## src/rtl/maze_pkg.sv

```systemverilog
// Shared constants for the maze keyboard path: direction indices, PS/2 Set-2 codes, prefix FSM states.
// MAZE_KEY_WASD_EN adds the WASD keys to the direction decode.
package maze_pkg;

  localparam logic [1:0] DIR_UP    = 2'd0;
  localparam logic [1:0] DIR_DOWN  = 2'd1;
  localparam logic [1:0] DIR_LEFT  = 2'd2;
  localparam logic [1:0] DIR_RIGHT = 2'd3;

  localparam logic [7:0] SC_EXT   = 8'hE0;
  localparam logic [7:0] SC_BRK   = 8'hF0;
  localparam logic [7:0] SC_UP    = 8'h75;
  localparam logic [7:0] SC_DOWN  = 8'h72;
  localparam logic [7:0] SC_LEFT  = 8'h6B;
  localparam logic [7:0] SC_RIGHT = 8'h74;
  localparam logic [7:0] SC_W     = 8'h1D;
  localparam logic [7:0] SC_S     = 8'h1B;
  localparam logic [7:0] SC_A     = 8'h1C;
  localparam logic [7:0] SC_D     = 8'h23;

  typedef logic [1:0] pfx_state_t;
  localparam pfx_state_t ST_IDLE    = 2'd0;
  localparam pfx_state_t ST_EXT     = 2'd1;
  localparam pfx_state_t ST_BRK     = 2'd2;
  localparam pfx_state_t ST_EXT_BRK = 2'd3;

  // Returns {hit, idx}; hit is 0 for any code that is not a direction key of the given extended-ness.
  function automatic logic [2:0] decode_dir(input logic [7:0] code, input logic ext);
    logic [2:0] r;
    r = 3'b000;
    if (ext) begin
      case (code)
        SC_UP:    r = {1'b1, DIR_UP};
        SC_DOWN:  r = {1'b1, DIR_DOWN};
        SC_LEFT:  r = {1'b1, DIR_LEFT};
        SC_RIGHT: r = {1'b1, DIR_RIGHT};
        default:  r = 3'b000;
      endcase
    end
`ifdef MAZE_KEY_WASD_EN
    else begin
      case (code)
        SC_W:    r = {1'b1, DIR_UP};
        SC_S:    r = {1'b1, DIR_DOWN};
        SC_A:    r = {1'b1, DIR_LEFT};
        SC_D:    r = {1'b1, DIR_RIGHT};
        default: r = 3'b000;
      endcase
    end
`endif
    return r;
  endfunction

  function automatic logic [3:0] dir_onehot(input logic [1:0] idx);
    return 4'b0001 << idx;
  endfunction

endpackage

```

## src/rtl/maze_repeat_timer.sv

```systemverilog
// Auto-repeat counter: load arms REPEAT_DELAY, then expire pulses every REPEAT_RATE while run.
// expire is combinational and lasts one cycle; enable low holds the counter at REPEAT_DELAY.
module maze_repeat_timer #(
  parameter int REPEAT_DELAY = 20_000_000,
  parameter int REPEAT_RATE  = 5_000_000,
  parameter int CNT_W        = 26
) (
  input  logic clk,
  input  logic reset,
  input  logic load,
  input  logic run,
  input  logic enable,
  output logic expire
);

  localparam logic [CNT_W-1:0] DELAY_LD = CNT_W'(REPEAT_DELAY);
  localparam logic [CNT_W-1:0] RATE_LD  = CNT_W'(REPEAT_RATE);
  localparam logic [CNT_W-1:0] CNT_ONE  = CNT_W'(1);

  logic [CNT_W-1:0] cnt;

  assign expire = enable && run && (cnt == CNT_ONE);

  always_ff @(posedge clk or posedge reset) begin
    if (reset) begin
      cnt <= '0;
    end else if (!enable || load) begin
      cnt <= DELAY_LD;
    end else if (run) begin
      if (cnt == CNT_ONE) begin
        cnt <= RATE_LD;
      end else if (cnt != '0) begin
        cnt <= cnt - CNT_ONE;
      end
    end
  end

endmodule

```

## src/rtl/maze_key_decoder.sv

```systemverilog
// PS/2 Set-2 bytes to one-cycle direction pulses with held-key tracking and fixed-rate auto-repeat.
// dir_pulse is registered (one cycle after the final byte); MAZE_KEY_WASD_EN adds WASD keys.
module maze_key_decoder
  import maze_pkg::*;
#(
  parameter int REPEAT_DELAY = 20_000_000,
  parameter int REPEAT_RATE  = 5_000_000,
  parameter int CNT_W        = 26
) (
  input  logic       clk,
  input  logic       reset,
  input  logic       enable,
  input  logic [7:0] scan_code,
  input  logic       scan_valid,
  output logic [3:0] dir_pulse,
  output logic [3:0] held,
  output logic [2:0] active_dir
);

  pfx_state_t state, state_nxt;
  logic       ev_make, ev_brk, ev_ext;
  logic [2:0] dec;
  logic       key_hit;
  logic [1:0] key_idx;
  logic       make_new, brk_held, brk_active;
  logic       expire;

  always_comb begin
    state_nxt = state;
    ev_make   = 1'b0;
    ev_brk    = 1'b0;
    ev_ext    = 1'b0;
    if (scan_valid) begin
      case (state)
        ST_IDLE: begin
          if (scan_code == SC_EXT) begin
            state_nxt = ST_EXT;
          end else if (scan_code == SC_BRK) begin
            state_nxt = ST_BRK;
          end else begin
            ev_make = 1'b1;
          end
        end
        ST_EXT: begin
          if (scan_code == SC_BRK) begin
            state_nxt = ST_EXT_BRK;
          end else begin
            ev_make   = 1'b1;
            ev_ext    = 1'b1;
            state_nxt = ST_IDLE;
          end
        end
        ST_BRK: begin
          ev_brk    = 1'b1;
          state_nxt = ST_IDLE;
        end
        ST_EXT_BRK: begin
          ev_brk    = 1'b1;
          ev_ext    = 1'b1;
          state_nxt = ST_IDLE;
        end
        default: state_nxt = ST_IDLE;
      endcase
    end
  end

  assign dec     = decode_dir(scan_code, ev_ext);
  assign key_hit = dec[2];
  assign key_idx = dec[1:0];

  // A make of an already-held key is keyboard typematic and must not restart anything.
  assign make_new   = ev_make && key_hit && !held[key_idx];
  assign brk_held   = ev_brk && key_hit && held[key_idx];
  assign brk_active = brk_held && active_dir[2] && (active_dir[1:0] == key_idx);

  maze_repeat_timer #(
    .REPEAT_DELAY (REPEAT_DELAY),
    .REPEAT_RATE  (REPEAT_RATE),
    .CNT_W        (CNT_W)
  ) u_timer (
    .clk    (clk),
    .reset  (reset),
    .load   (make_new),
    .run    (active_dir[2]),
    .enable (enable),
    .expire (expire)
  );

  always_ff @(posedge clk or posedge reset) begin
    if (reset) begin
      state <= ST_IDLE;
    end else begin
      state <= state_nxt;
    end
  end

  always_ff @(posedge clk or posedge reset) begin
    if (reset) begin
      held       <= 4'b0000;
      active_dir <= 3'b000;
    end else begin
      if (make_new) begin
        held[key_idx] <= 1'b1;
        active_dir    <= {1'b1, key_idx};
      end else if (brk_held) begin
        held[key_idx] <= 1'b0;
        if (brk_active) begin
          active_dir <= 3'b000;
        end
      end
    end
  end

  // New make beats a coinciding expiry; a break of the active key cancels it.
  always_ff @(posedge clk or posedge reset) begin
    if (reset) begin
      dir_pulse <= 4'b0000;
    end else if (!enable) begin
      dir_pulse <= 4'b0000;
    end else if (make_new) begin
      dir_pulse <= dir_onehot(key_idx);
    end else if (expire && !brk_active) begin
      dir_pulse <= dir_onehot(active_dir[1:0]);
    end else begin
      dir_pulse <= 4'b0000;
    end
  end

  assert property (@(posedge clk) disable iff (reset) $onehot0(dir_pulse));

endmodule

```

## config.mk

```make
export PLATFORM = sky130hd
export DESIGN_NAME = maze_key_decoder
export DESIGN_NICKNAME = d
export VERILOG_FILES = /design/src/rtl/maze_pkg.sv /design/src/rtl/maze_repeat_timer.sv /design/src/rtl/maze_key_decoder.sv
export SDC_FILE = /design/constraint.sdc
export NUM_CORES = 1
export LEC_CHECK = 0
export BUFFER_PORTS_ARGS = -buffer_cell sky130_fd_sc_hd__buf_2
export CAP_MARGIN = 20
export CORE_ASPECT_RATIO = 1.25
export CORE_MARGIN = 1
export CORE_UTILIZATION = 60
export DETAILED_ROUTE_END_ITERATION = 10
export PLACE_DENSITY = 0.76
export SETUP_SLACK_MARGIN = 0.3
export SLEW_MARGIN = 40
export SYNTH_ARGS = -nofsm -noshare
export SYNTH_HDL_FRONTEND = slang
export SYNTH_HIERARCHICAL = 1
export SYNTH_SLANG_ARGS = --single-unit
export TNS_END_PERCENT = 100
```

## constraint.sdc

```tcl
create_clock -name clk -period 4.25 [get_ports clk]
set_clock_uncertainty 0.05 [all_clocks]
set_input_delay 0.425 -clock clk [delete_from_list [all_inputs] [get_ports clk]]
set_output_delay 0.425 -clock clk [all_outputs]
set_load 0.01 [all_outputs]
```

After elaboration in Yosys (flattened, before gate mapping)
Cells that the tools add are included.
W data, S select, Z words.

word-level totals
  flip-flop bits (word level) = 39
  bits in read-only memories = 0
  RAM bits = 0
  output and inout port bits = 11
  latch bits = 0
  memories = 0
  input bits = 12

cells by class
  multiplexer cells = 30
  eq/ne operators = 12
  bitwise logic cells = 3
  divide/modulo/power cells = 0
  reduce and logical (&&, ||, !) cells = 24
  $lt $le $gt $ge = 2
  multipliers = 0
  shifts and indexed selects = 2
  add/subtract/negate cells = 1

operators with widths
  cell                     count
  $mux W26                 4
  $eq A8 B7 Y1 const B     4
  $eq A26 B1 Y1 const B    1
  $reduce_bool A26 Y1      1
  $sub A26 B1 Y26 const B  1
  $mux W4                  5
  $eq A8 B8 Y1 const B     2
  $mux W3                  4
  $pmux W3 S4              1
  $logic_and A1 B1 Y1      10
  $mux W1                  8
  $shl A1 B2 Y4 const A    2
  $mux W2                  3
  $pmux W2 S3              1
  $reduce_and A2 Y1        3
  $reduce_bool A2 Y1       3
  $and A4 B4 Y4            1
  $eq A2 B2 Y1 const B     2
  $not A4 Y4               1
  $or A4 B4 Y4             1
  $pmux W1 S2              2
  $logic_not A1 Y1         3
  $lt A2 B3 Y1 const B     1
  $ne A3 B3 Y1 const B     1
  other kinds (9)          9

Depth between registers and ports, before layout
  word-level depth = 15
  depth in mapped cells = 10
  gate-level depth less buffers = 9

Cells and area by module
Netlist, hierarchy kept.

by module, submodules not included
  module             instances  area an instance (sq um)  cells each
  maze_repeat_timer  1          1697.9                    194
  maze_key_decoder   1          894.6                     102

Worst setup path before layout
Ideal clock, no wire load.

  path type = in2reg
  start point = in scan_code[0]
  end point = reg u_timer.cnt[6]
  slack = 1599 ps
  buffers on the path = 2
  arrival = 2483 ps
  cell stages on the path = 10
  setup time = 119 ps
  cells stage by stage = or3b_1 buf_2 nor4_1 mux2i_2 nor3_1 o211a_2 nand2b_1 clkbuf_1 a31oi_1 o21a_1

between the ends
  word-level cells in the longest chain between the ends = 12

RTL lines
  what                                                                              RTL line                                        RTL
  start, declared                                                                   maze_key_decoder.sv:13                          input logic [7:0] scan_code,
  $eq A8 B8 Y1                                                                      maze_key_decoder.sv:38, maze_key_decoder.sv:45
  $mux W1                                                                           maze_key_decoder.sv:38, maze_key_decoder.sv:45
  $pmux W1 S2                                                                       maze_key_decoder.sv:34                          case (state)
  $mux W1                                                                           maze_key_decoder.sv:33                          if (scan_valid) begin
  $mux W3                                                                           maze_pkg.sv:31                                  if (ext) begin
  $bmux W1 S2                                                                       maze_key_decoder.sv:72                          assign make_new = ev_make && key_hit && !held[key_idx];
  $mux W1 (not written as such)                                                     maze_key_decoder.sv:72
  $logic_not A1 Y1                                                                  maze_key_decoder.sv:72
  $logic_and A1 B1 Y1 (*)                                                           maze_key_decoder.sv:72
  net make_new                                                                      maze_key_decoder.sv:25                          logic make_new, brk_held, brk_active;
  $logic_or A1 B1 Y1 (*)                                                            maze_repeat_timer.sv:27                         end else if (!enable || load) begin
  $reduce_bool A3 Y1 (no source line) / $reduce_bool A2 Y1 (equally long branches)  --
  $reduce_and A2 Y1 (no source line)                                                --
  end signal, assigned                                                              maze_repeat_timer.sv:33                         cnt <= cnt - CNT_ONE;
  end, declared                                                                     maze_repeat_timer.sv:20                         logic [CNT_W-1:0] cnt;

The timed path passes the listed nets; every way through them passes the cells marked *. The select of a mux whose other input is x is not followed.
A chain may end at the register's enable or synchronous reset.

Final worst setup path
  start point = reg u_timer.cnt[0]
  end point = reg u_timer.cnt[24]

between the ends
  word-level cells in the longest chain between the ends = 5

RTL lines
  what             RTL line                 RTL
  $sub A26 B1 Y26  maze_repeat_timer.sv:33
  $mux W26         maze_repeat_timer.sv:32  end else if (cnt != '0) begin
  $mux W26         maze_repeat_timer.sv:30  if (cnt == CNT_ONE) begin
  $mux W26         maze_repeat_timer.sv:29  end else if (run) begin
  $mux W26         maze_repeat_timer.sv:27

Several ways; a longest one is shown, not always the timed one. The select of a mux whose other input is x is not followed.

==> results.json <==
{
  "grt_util_met1": 0.330,
  "port_buffers": 22,
  "powerDensity_nw_per_um2": 295,
  "grt_overflow": 0,
  "final_area_um2": 2840,
  "ys_warn_count": 6,
  "fp.dieW_um": 60.8,
  "fillers": 347,
  "grt_max_degree": 27,
  "fin_util": 0.692,
  "die_y_um": 75.5,
  "path_max_fanout": 9,
  "hold_buffers": 0,
  "dp_hpwl_mm": 4.60,
  "hold_viol": 0,
  "synth_edf_count": 0,
  "outcome": "complete, no violations",
  "cap_violations": 0,
  "path_clk_slew_ns": 0.08,
  "async_reset_ff_frac": 1.00,
  "nets": 328,
  "wl_mm": 6.31,
  "vias": 2444,
  "finalCritPeriodShare": 0.729,
  "ir_drop_mv": 0.248,
  "critPathRequiredTime_ns": 4.39,
  "yosysMostFrequentCell": "dfrtp_1",
  "finalMaxSlewViolations": 0,
  "diodes": 0,
  "clk_latency_ns": 0.30,
  "numClockSinks": 39,
  "busiest_layer": "met2",
  "worst-r2r-setup-slack_ns": 1.15,
  "cts_setup_buffers": 0,
  "synthTopCellsByArea": "dfrtp_1, or3_1, a21oi_1",
  "rsz0062_at_grt": "no",
  "slew_headroom": 0.539,
  "place_inst": 363,
  "first_iter_violations": 191,
  "worstSetupStartpointType": "register",
  "synth_flop_cell": "dfrtp_1",
  "first_pass_iters": 5,
  "r2r_cells": 7,
  "layout-drive-gt1-share": 0.159,
  "cts_resized": 0,
  "globalRouteMet2Util": 0.564,
  "cts-root-buf": "clkbuf_8",
  "drc_errors": 0,
  "placedInstanceArea_um2": 2710,
  "pin_count": 23,
  "ant_nets": 0,
  "synth_area_um2": 2590,
  "synth_seq_area_share": 0.376,
  "start_util": 0.632,
  "fmax_mhz": 323,
  "grt_use_met3": 0.0509,
  "grt_antenna_before_repair": 0,
  "htreeDepth": 2,
  "ys_types": 64,
  "setup_viol": 0,
  "leakage_nw": 1.10,
  "crit_arrival_ns": 3.23,
  "worstMarginPinSlew_ns": 0.686,
  "syn_area_per_cell_um2": 8.76,
  "clockBufferDepth": 2,
  "area_growth_pct": 9.36,
  "regToRegEndpoint": "u_timer/cnt[24]",
  "yosysTopAreaCellShare": 0.376,
  "cts_buffers": 5,
  "wl_per_cell_um": 17.0,
  "fp.coreArea_um2": 4100,
  "dieArea_um2": 4590,
  "grt_pass1_wl_mm": 10.2,
  "synth-seq-cells": 39,
  "layout.cells.non_filler": 371,
  "ys_top_cells_by_count": "dfrtp_1, nand2_1, nor2_1, a21oi_1",
  "track_usage": 0.302,
  "crit_type": "reg -> reg",
  "std_cell_rows": 26,
  "place_congestion": 0.876,
  "setup-tns-final_ns": 0,
  "rr_startpoint": "u_timer/cnt[0]",
  "min_path_type": "in -> async",
  "period_needed_ns": 3.10,
  "postSynthCellCount": 296,
  "syn_nets": 310,
  "grt_pass1_vias": 2205,
  "avgViaCountPerCell": 6.59,
  "cp-end-kind": "register",
  "cts_tree": "yes",
  "yosys.area.top_type": "dfrtp_1"
}
-- power breakdown --
part	internal, mW	switching, mW	total (mW)
logic	0.0436	0.0726	0.116
registers	0.387	0.0229	0.410
clock network	0.175	0.137	0.311
total	0.606	0.232	0.838
-- layout make-up --
type	count	area [um2]	area share
multi-input combinational	236	1520	0.537
sequential	39	976	0.344
timing repair buffer	23	121	0.0428
tap	56	70.1	0.0247
clock buffer	5	68.8	0.0243
clock inverter	3	43.8	0.0154
inverter	9	33.8	0.0119
-- cells in the final DEF, fill, tap and decap left out, types with 3 or more instances in the layout --
cell type | Yosys | routed
nand2b_1 | 5 | 5
inv_1 | 9 | 8
o21ai_0 | 15 | 15
nand3_1 | 7 | 7
buf_2 | 5 | 22
or3_1 | 17 | 17
nand3b_1 | 3 | 3
o21ai_1 | 7 | 7
o311ai_0 | 3 | 3
a21oi_1 | 19 | 19
nor4_1 | 12 | 12
nand2_1 | 24 | 24
nand4_1 | 4 | 4
o2bb2ai_1 | 3 | 3
clkbuf_8 | 0 | 5
a211o_1 | 4 | 4
o21a_1 | 6 | 6
nor2_1 | 23 | 23
and3_1 | 4 | 4
or4_1 | 6 | 6
nor3_1 | 17 | 17
dfrtp_1 | 39 | 39
-- routing by layer --
layer / vias to the layer above / part of all wire
met3: 13 / 0.049
met1: 1180 / 0.39
met5: - / 0
li1: 1167 / -
met4: 0 / 0.023
met2: 84 / 0.54
-- cell families after synthesis --
group / after synthesis / synth area share
adder cells (fa/ha/maj): 2 / 0.00965
AND/OR/NAND/NOR: 144 / 0.314
AO/OA/AOI/OAI: 86 / 0.243
flip-flops: 39 / 0.376
multiplexers: 1 / 0.00531
buffers and inverters: 21 / 0.0415
XOR/XNOR: 3 / 0.0101
-- worst max path at each step --
| stage | end | slack [ns] | depth (start not counted) | from |
|---|---|---|---|---|
| 6_report | u_timer/cnt[24] | 1.15 | 7 | u_timer/cnt[0] |
| 5_1_grt | u_timer/cnt[11] | 1.03 | 8 | scan_code[7] |
| 4_1_cts | u_timer/cnt[8] | 1.22 | 5 | u_timer/cnt[5] |
| 3_5_place_dp | u_timer/cnt[11] | 0.96 | 8 | scan_code[7] |
| 3_3_place_gp | u_timer/cnt[8] | 1.02 | 9 | scan_code[1] |
| 2_1_floorplan | u_timer/cnt[6] | 1.60 | 10 | scan_code[0] |
-- stage by stage --
stage	hold slack, ns	power [mW]	setup WS (ns)
after floorplan	0.252	0.498	1.60
after global placement	0.438	0.528	1.02
after detailed placement	0.453	0.532	0.960
after CTS	0.131	0.842	1.22
after global routing	0.139	0.877	1.03
final	0.114	0.838	1.15
-- critical path: stages, from the launching register on --
cell and delay, ns:
dfrtp_1 0.43, inv_1 0.09, ha_1 0.21, or4b_1 0.69
nor4_1 0.70, nand4_1 0.29, a21o_1 0.24, a211o_1 0.28
Power figures use the tool's default switching activity.
